==> src/rtl/mult_div_if.sv <==
// Handshake and result bundle between the EX stage and the multiply/divide sequencer.
// fsm_state mirrors the sequencer's internal state for observation.
interface mult_div_if #(
    parameter int DATA_WIDTH = 32
);
    // start is sampled only while busy is low; while busy is high, a HI/LO
    // instruction on start raises stall_req and must be held until it drops.
    logic                  start;
    logic [5:0]            function_code;
    logic [DATA_WIDTH-1:0] operand_a;
    logic [DATA_WIDTH-1:0] operand_b;
    logic [DATA_WIDTH-1:0] hi;
    logic [DATA_WIDTH-1:0] lo;
    logic                  busy;
    logic                  stall_req;
    logic                  done;
    logic                  div_by_zero;
    logic [1:0]            fsm_state;

    modport master (
        output start, function_code, operand_a, operand_b,
        input  hi, lo, busy, stall_req, done, div_by_zero, fsm_state
    );

    modport slave (
        input  start, function_code, operand_a, operand_b,
        output hi, lo, busy, stall_req, done, div_by_zero, fsm_state
    );
endinterface

==> src/rtl/mult_div_sequencer.sv <==
// Iterative shift-add multiplier / restoring divider with the HI/LO registers.
// One result bit per cycle, followed by a single sign-fixup cycle.
module mult_div_sequencer #(
    parameter int DATA_WIDTH = 32
) (
    input logic        clk,
    input logic        reset,
    mult_div_if.slave  bus
);
    localparam int W  = DATA_WIDTH;
    localparam int CW = $clog2(W);

    typedef enum logic [1:0] {IDLE = 2'd0, MUL = 2'd1, DIV = 2'd2, FIX = 2'd3} state_t;

    state_t          state;
    logic [CW-1:0]   counter;
    logic [W-1:0]    p_hi;      // product high half, or partial remainder
    logic [W-1:0]    p_lo;      // multiplier shifting out, or quotient shifting in
    logic [W-1:0]    m_reg;     // multiplicand, or divisor
    logic            negate;
    logic            rem_neg;
    logic            div_op;
    logic            dz;
    logic [W-1:0]    hi_reg;
    logic [W-1:0]    lo_reg;
    logic            done_reg;
    logic            dz_reg;

    logic [5:0]      funct;
    logic            is_muldiv, is_div, is_signed, is_mthi, is_mtlo, hilo_code;
    logic            sign_a, sign_b;
    logic [W-1:0]    abs_a, abs_b;
    logic [W:0]      mul_sum;
    logic [W:0]      rem_shift;
    logic [W+1:0]    div_diff;
    logic [2*W-1:0]  product, product_fix;

    assign funct     = bus.function_code;
    assign is_muldiv = (funct[5:2] == 4'b0110);
    assign is_div    = is_muldiv & funct[1];
    assign is_signed = ~funct[0];
    assign is_mthi   = (funct == 6'b010001);
    assign is_mtlo   = (funct == 6'b010011);
    assign hilo_code = (funct[5:4] == 2'b01) & ~funct[2];

    // Magnitudes: the most negative value maps onto itself, which reads correctly as unsigned.
    assign sign_a = bus.operand_a[W-1];
    assign sign_b = bus.operand_b[W-1];
    assign abs_a  = (is_signed && sign_a) ? -bus.operand_a : bus.operand_a;
    assign abs_b  = (is_signed && sign_b) ? -bus.operand_b : bus.operand_b;

    assign mul_sum     = {1'b0, p_hi} + {1'b0, (p_lo[0] ? m_reg : {W{1'b0}})};
    assign rem_shift   = {p_hi, p_lo[W-1]};
    assign div_diff    = {1'b0, rem_shift} - {2'b00, m_reg};
    assign product     = {p_hi, p_lo};
    assign product_fix = negate ? -product : product;

    always_ff @(posedge clk) begin
        if (reset) begin
            state    <= IDLE;
            counter  <= '0;
            p_hi     <= '0;
            p_lo     <= '0;
            m_reg    <= '0;
            negate   <= 1'b0;
            rem_neg  <= 1'b0;
            div_op   <= 1'b0;
            dz       <= 1'b0;
            hi_reg   <= '0;
            lo_reg   <= '0;
            done_reg <= 1'b0;
            dz_reg   <= 1'b0;
        end else begin
            done_reg <= 1'b0;
            dz_reg   <= 1'b0;
            case (state)
                IDLE: begin
                    if (bus.start && is_muldiv) begin
                        counter <= '0;
                        p_hi    <= '0;
                        if (is_div && bus.operand_b == '0) begin
                            // Quotient all-ones, remainder = dividend, via the normal fixup path.
                            p_hi    <= bus.operand_a;
                            p_lo    <= '1;
                            negate  <= 1'b0;
                            rem_neg <= 1'b0;
                            div_op  <= 1'b1;
                            dz      <= 1'b1;
                            state   <= FIX;
                        end else if (is_div) begin
                            m_reg   <= abs_b;
                            p_lo    <= abs_a;
                            negate  <= is_signed & (sign_a ^ sign_b);
                            rem_neg <= is_signed & sign_a;
                            div_op  <= 1'b1;
                            dz      <= 1'b0;
                            state   <= DIV;
                        end else begin
                            m_reg   <= abs_a;
                            p_lo    <= abs_b;
                            negate  <= is_signed & (sign_a ^ sign_b);
                            rem_neg <= 1'b0;
                            div_op  <= 1'b0;
                            dz      <= 1'b0;
                            state   <= MUL;
                        end
                    end else if (bus.start && is_mthi) begin
                        hi_reg <= bus.operand_a;
                    end else if (bus.start && is_mtlo) begin
                        lo_reg <= bus.operand_a;
                    end
                end
                MUL: begin
                    p_hi    <= mul_sum[W:1];
                    p_lo    <= {mul_sum[0], p_lo[W-1:1]};
                    counter <= counter + 1'b1;
                    if (counter == CW'(W - 1)) state <= FIX;
                end
                DIV: begin
                    // Remainder stays below the divisor, so a passing trial fits in W bits.
                    p_hi    <= div_diff[W+1] ? rem_shift[W-1:0] : div_diff[W-1:0];
                    p_lo    <= {p_lo[W-2:0], ~div_diff[W+1]};
                    counter <= counter + 1'b1;
                    if (counter == CW'(W - 1)) state <= FIX;
                end
                FIX: begin
                    if (div_op) begin
                        lo_reg <= negate  ? -p_lo : p_lo;
                        hi_reg <= rem_neg ? -p_hi : p_hi;
                    end else begin
                        {hi_reg, lo_reg} <= product_fix;
                    end
                    done_reg <= 1'b1;
                    dz_reg   <= dz;
                    state    <= IDLE;
                end
                default: state <= IDLE;
            endcase
        end
    end

    assign bus.hi          = hi_reg;
    assign bus.lo          = lo_reg;
    assign bus.busy        = (state != IDLE);
    assign bus.stall_req   = bus.start & bus.busy & hilo_code;
    assign bus.done        = done_reg;
    assign bus.div_by_zero = dz_reg;
    assign bus.fsm_state   = state;
endmodule

==> src/flat_wrapper.sv <==
// flat-port wrapper written by rule: the top's interface ports become plain ports
module mult_div_sequencer_flat 
#(
    parameter int DATA_WIDTH = 32
)
  (clk, reset, bus_start, bus_function_code, bus_operand_a, bus_operand_b, bus_hi, bus_lo, bus_busy, bus_stall_req, bus_done, bus_div_by_zero, bus_fsm_state);
  mult_div_if #(.DATA_WIDTH(DATA_WIDTH)) bus_i ();
  input logic clk;
  input logic reset;
  input wire logic [$bits(bus_i.start)-1:0] bus_start;
  input wire logic [$bits(bus_i.function_code)-1:0] bus_function_code;
  input wire logic [$bits(bus_i.operand_a)-1:0] bus_operand_a;
  input wire logic [$bits(bus_i.operand_b)-1:0] bus_operand_b;
  output wire logic [$bits(bus_i.hi)-1:0] bus_hi;
  output wire logic [$bits(bus_i.lo)-1:0] bus_lo;
  output wire logic [$bits(bus_i.busy)-1:0] bus_busy;
  output wire logic [$bits(bus_i.stall_req)-1:0] bus_stall_req;
  output wire logic [$bits(bus_i.done)-1:0] bus_done;
  output wire logic [$bits(bus_i.div_by_zero)-1:0] bus_div_by_zero;
  output wire logic [$bits(bus_i.fsm_state)-1:0] bus_fsm_state;
  assign bus_i.start = bus_start;
  assign bus_i.function_code = bus_function_code;
  assign bus_i.operand_a = bus_operand_a;
  assign bus_i.operand_b = bus_operand_b;
  assign bus_hi = bus_i.hi;
  assign bus_lo = bus_i.lo;
  assign bus_busy = bus_i.busy;
  assign bus_stall_req = bus_i.stall_req;
  assign bus_done = bus_i.done;
  assign bus_div_by_zero = bus_i.div_by_zero;
  assign bus_fsm_state = bus_i.fsm_state;
  mult_div_sequencer #(.DATA_WIDTH(DATA_WIDTH)) u_core (.clk(clk), .reset(reset), .bus(bus_i));
endmodule
==> config.mk <==
export PLATFORM = sky130hd
export DESIGN_NAME = mult_div_sequencer_flat
export DESIGN_NICKNAME = d
export VERILOG_FILES = /design/src/rtl/mult_div_if.sv /design/src/rtl/mult_div_sequencer.sv /design/src/flat_wrapper.sv
export SDC_FILE = /design/constraint.sdc
export NUM_CORES = 1
export LEC_CHECK = 0
export CORE_AREA = 5 5 196 198
export CTS_CLUSTER_SIZE = 12
export DETAILED_ROUTE_END_ITERATION = 12
export DIE_AREA = 0 0 201 203
export SYNTH_ARGS = -nofsm -noshare
export SYNTH_HDL_FRONTEND = slang
export SYNTH_SLANG_ARGS = --single-unit
==> constraint.sdc <==
create_clock -name clk -period 5.1 [get_ports clk]
set_clock_uncertainty 0.2 [all_clocks]
set_input_delay 1.02 -clock clk [delete_from_list [all_inputs] [get_ports clk]]
set_output_delay 1.02 -clock clk [all_outputs]
set_load 0.02 [all_outputs]
==> results.sh <==
export IMPL_synth_xor_area_share_pct=10.3
export IMPL_die_area_mm2=0.0408
export IMPL_grt_pass1_wl_mm=96.1
export IMPL_cp_cell_sequence="inv_1 > ha_1 > a2111o_1 > o21ai_1 > o21ai_1 > a21oi_1 > o21ai_1 > a41oi_1 > nand2_1 > o211a_1 > a2111oi_0"
export IMPL_die_h_um=203
export IMPL_yosys_area_top_type="dfxtp_1"
export IMPL_antenna_found_initial=1
export IMPL_finalSetupViolCount=0
export IMPL_worstPathRequired_ns=5.23
export IMPL_drt_iter0_drc=1630
export IMPL_placed_area_mm2=0.0171
export IMPL_dpl_cell_count=2611
export IMPL_async_flop_share_pct=0
export IMPL_post_synth_top_area_fraction_pct=23.0
export IMPL_syn_area_mm2=0.0151
export IMPL_design_area_mm2=0.0177
export IMPL_die_w_um=201
export IMPL_clk_insertion_delay_late_ns=0.45
export IMPL_cp_depth=11
export IMPL_drc=0
export IMPL_grt_max_degree=100
export IMPL_crit_fanout=11
export IMPL_power_w=0.00885
export IMPL_hold_class="reg -> reg"
export IMPL_cts_resized=0
export IMPL_ir_drop_mv=0.240
export IMPL_status="finished clean"
export IMPL_tritoncts="done"
export IMPL_ys_ff_latch=173
export IMPL_ios=143
export IMPL_p_sw_w=0.00433
export IMPL_min_period_ns=4.51
export IMPL_r2r_end="u_core.p_hi[23]"
export IMPL_swShare_pct=48.9
export IMPL_relSlewSlack_pct=15.1
export IMPL_wl_mm=64.9
export IMPL_clock_power_share_pct=16.0
export IMPL_critical_path_buf_inv_count=1
export IMPL_fin_nets=2312
export IMPL_critical_path_class="reg -> reg"
export IMPL_cp_arrival_ns=4.64
export IMPL_gr_total_overflow=0
export IMPL_core_mm2=0.0363
export IMPL_layout_cells_non_filler=2643
export IMPL_ys_warn_count=0
export IMPL_synth_nets=2225
export IMPL_seq_area_frac_synth_pct=23.0
export IMPL_final_common_cell="nor2_1"
export IMPL_startpoint="u_core.m_reg[6]"
export IMPL_r2r_start="u_core.m_reg[6]"
export IMPL_numPortBuffers=142
export IMPL_worst_pin_slew_ns=1.26
export IMPL_drv_slew=0
export IMPL_antenna_left=0
export IMPL_fillers=3630
export IMPL_cp_top_family="compound AO/OA/AOI/OAI gates"
export IMPL_p_comb_share_pct=61.8
export IMPL_synthesis_instances=2075
export IMPL_final_util_pct=48.7
export IMPL_max_freq_mhz=222
export IMPL_path_clk_slew_ns=0.08
export IMPL_cts_sinks=173
export IMPL_syn_to_final_growth_pct=17.5
export IMPL_slowest_delay_ns=1.04
export IMPL_crit_path_start_kind="flip-flop"
export IMPL_worstSetupEndpointType="flip-flop"
export IMPL_regToRegSetupSlack_ns=0.59
export IMPL_avgSynthCellArea_um2=7.25
export IMPL_cp_endpoint="u_core.p_hi[23]"
export IMPL_synth_edf_count=0
export IMPL_power_internal_w=0.00452
export IMPL_synth_mux_area_fraction_pct=2.41
export IMPL_hold_depth=2
export IMPL_rsz0062_at_grt="no"
export IMPL_synth_area_top_cells="dfxtp_1 23%, a21oi_1 7.7%, nor2_1 6.6%, ha_1 6.2%, a211oi_1 5.7%"
export IMPL_cts_buffer_depth=2
export IMPL_cts_setup_buffers=0
export IMPL_via_per_inst=6.27
export IMPL_drive_above_1_share_pct=7.18
export IMPL_synth_distinct_cells=80
export IMPL_synth_top_family_by_area="compound AO/OA/AOI/OAI gates"
export IMPL_path_common_cell="o21ai_1"
export IMPL_cts_root_buf="clkbuf_16"
export IMPL_gp_congestion=1.02
export IMPL_max_cap_viol_count=0
export IMPL_synth_fa_ha_area_share_pct=6.50
export IMPL_p_per_area_mw_per_mm2=500
export IMPL_slowest_stage="a41oi_1"
export IMPL_leakagePower_nw=6.67
export IMPL_num_vias=16565
export IMPL_grt_usage_pct=30.4
export IMPL_synthSimpleGateAreaFrac_pct=20.9
export IMPL_dr_pass1_iters=6
export IMPL_h_tree_depth=4
export IMPL_numCtsBuffers=17
export IMPL_dp_hpwl_mm=49.5
export IMPL_mostFrequentLayoutCells="265 x nor2_1, 229 x a21oi_1, 201 x nand2_1"
export IMPL_grt_pass1_vias=15596
export IMPL_period_share_pct=88.5
export IMPL_post_drt_wl_per_cell_um=24.5
export IMPL_start_util_pct=41.4
export IMPL_reg2reg_depth=11
export IMPL_synth_compound_area_share_pct=31.0
export IMPL_pwr_share_seq_pct=22.2
export IMPL_cts_hold_buf=0
export IMPL_std_cell_rows=70
export IMPL_synth_top_flop_cell="dfxtp_1"
export IMPL_hold_viol=0
export IMPL_finalSetupTns_ns=0
[cell usage after synthesis (16+ instances only)]
master and instances:
o211ai_1 37, nor4_1 19, o31ai_1 22, xor2_1 92, a21oi_1 231, a21o_1 29, nor2b_1 16, mux2_2 18
a221oi_1 18, xnor2_1 85, nand2_1 201, inv_1 67, nor3_1 53, a22oi_1 25, dfxtp_1 173, clkbuf_1 130
ha_1 75, a211oi_1 115, nor2_1 265, o21ai_0 91, mux2i_1 16, nand3_1 34
[cell type report]
class | instances | area [um2] | share of cell area [%]
multi-input combinational | 1681 | 10700 | 60.7
sequential | 173 | 3460 | 19.6
timing repair buffer | 222 | 2040 | 11.6
tap | 468 | 586 | 3.31
clock buffer | 20 | 447 | 2.52
inverter | 67 | 251 | 1.42
clock inverter | 11 | 159 | 0.898
antenna | 1 | 2.50 | 0.0141
[metrics by stage]
| step | setup WS [ns] | hold WS (ns) |
|---|---|---|
| global route | 0.246 | 0.286 |
| floorplan | 1.40 | 0.230 |
| CTS | 0.612 | 0.257 |
| detailed placement | 0.411 | 0.247 |
| finish | 0.586 | 0.257 |
| global placement | 0.450 | 0.243 |
[worst min-delay path by stage]
stage	to	from	slack, ns
floorplan	u_core.bus.div_by_zero	u_core.dz	0.23
global placement	u_core.m_reg[25]	u_core.m_reg[25]	0.24
detailed placement	u_core.m_reg[13]	u_core.m_reg[13]	0.25
CTS	u_core.m_reg[13]	u_core.m_reg[13]	0.26
global route	u_core.m_reg[13]	u_core.m_reg[13]	0.29
finish	u_core.m_reg[13]	u_core.m_reg[13]	0.26
[cell families (layout without fill, tap and decap cells)]
group	count (synthesis)	in the layout
buffers and inverters	221	320
AOI/OAI and AO/OA	705	705
DFF	173	173
xor gates and xnor gates	177	177
and+or+nand+nor	688	688
adders and majority gates	77	77
muxes	34	34
other	0	1
[layer usage]
| metal | vias up | GRT usage (%) | wire (um) |
|---|---|---|---|
| met2 | 883 | 46.9 | 27800 |
| met1 | 7774 | 40.5 | 27300 |
| met5 | - | 0 | 13 |
| li1 | 7730 | - | - |
| met4 | 2 | 15.1 | 3380 |
| met3 | 176 | 6.40 | 6310 |
[worst register-to-register path: cells and delay by family (launching register included)]
family | cells | cell delay, ns
compound gates | 8 | 3.19
fa+ha+maj | 1 | 0.38
buf+inv | 1 | 0.09
flops | 1 | 0.42
simple gates | 1 | 0.12
[power by group through the flow]
stage	combinational, W	clock (W)	sequential, W
floorplan	0.00365	0	0.00193
global placement	0.00533	0	0.00196
detailed placement	0.00537	0	0.00196
CTS	0.00539	0.00142	0.00193
global route	0.00592	0.00148	0.00197
finish	0.00547	0.00142	0.00196
Power figures use the tool's default switching activity.
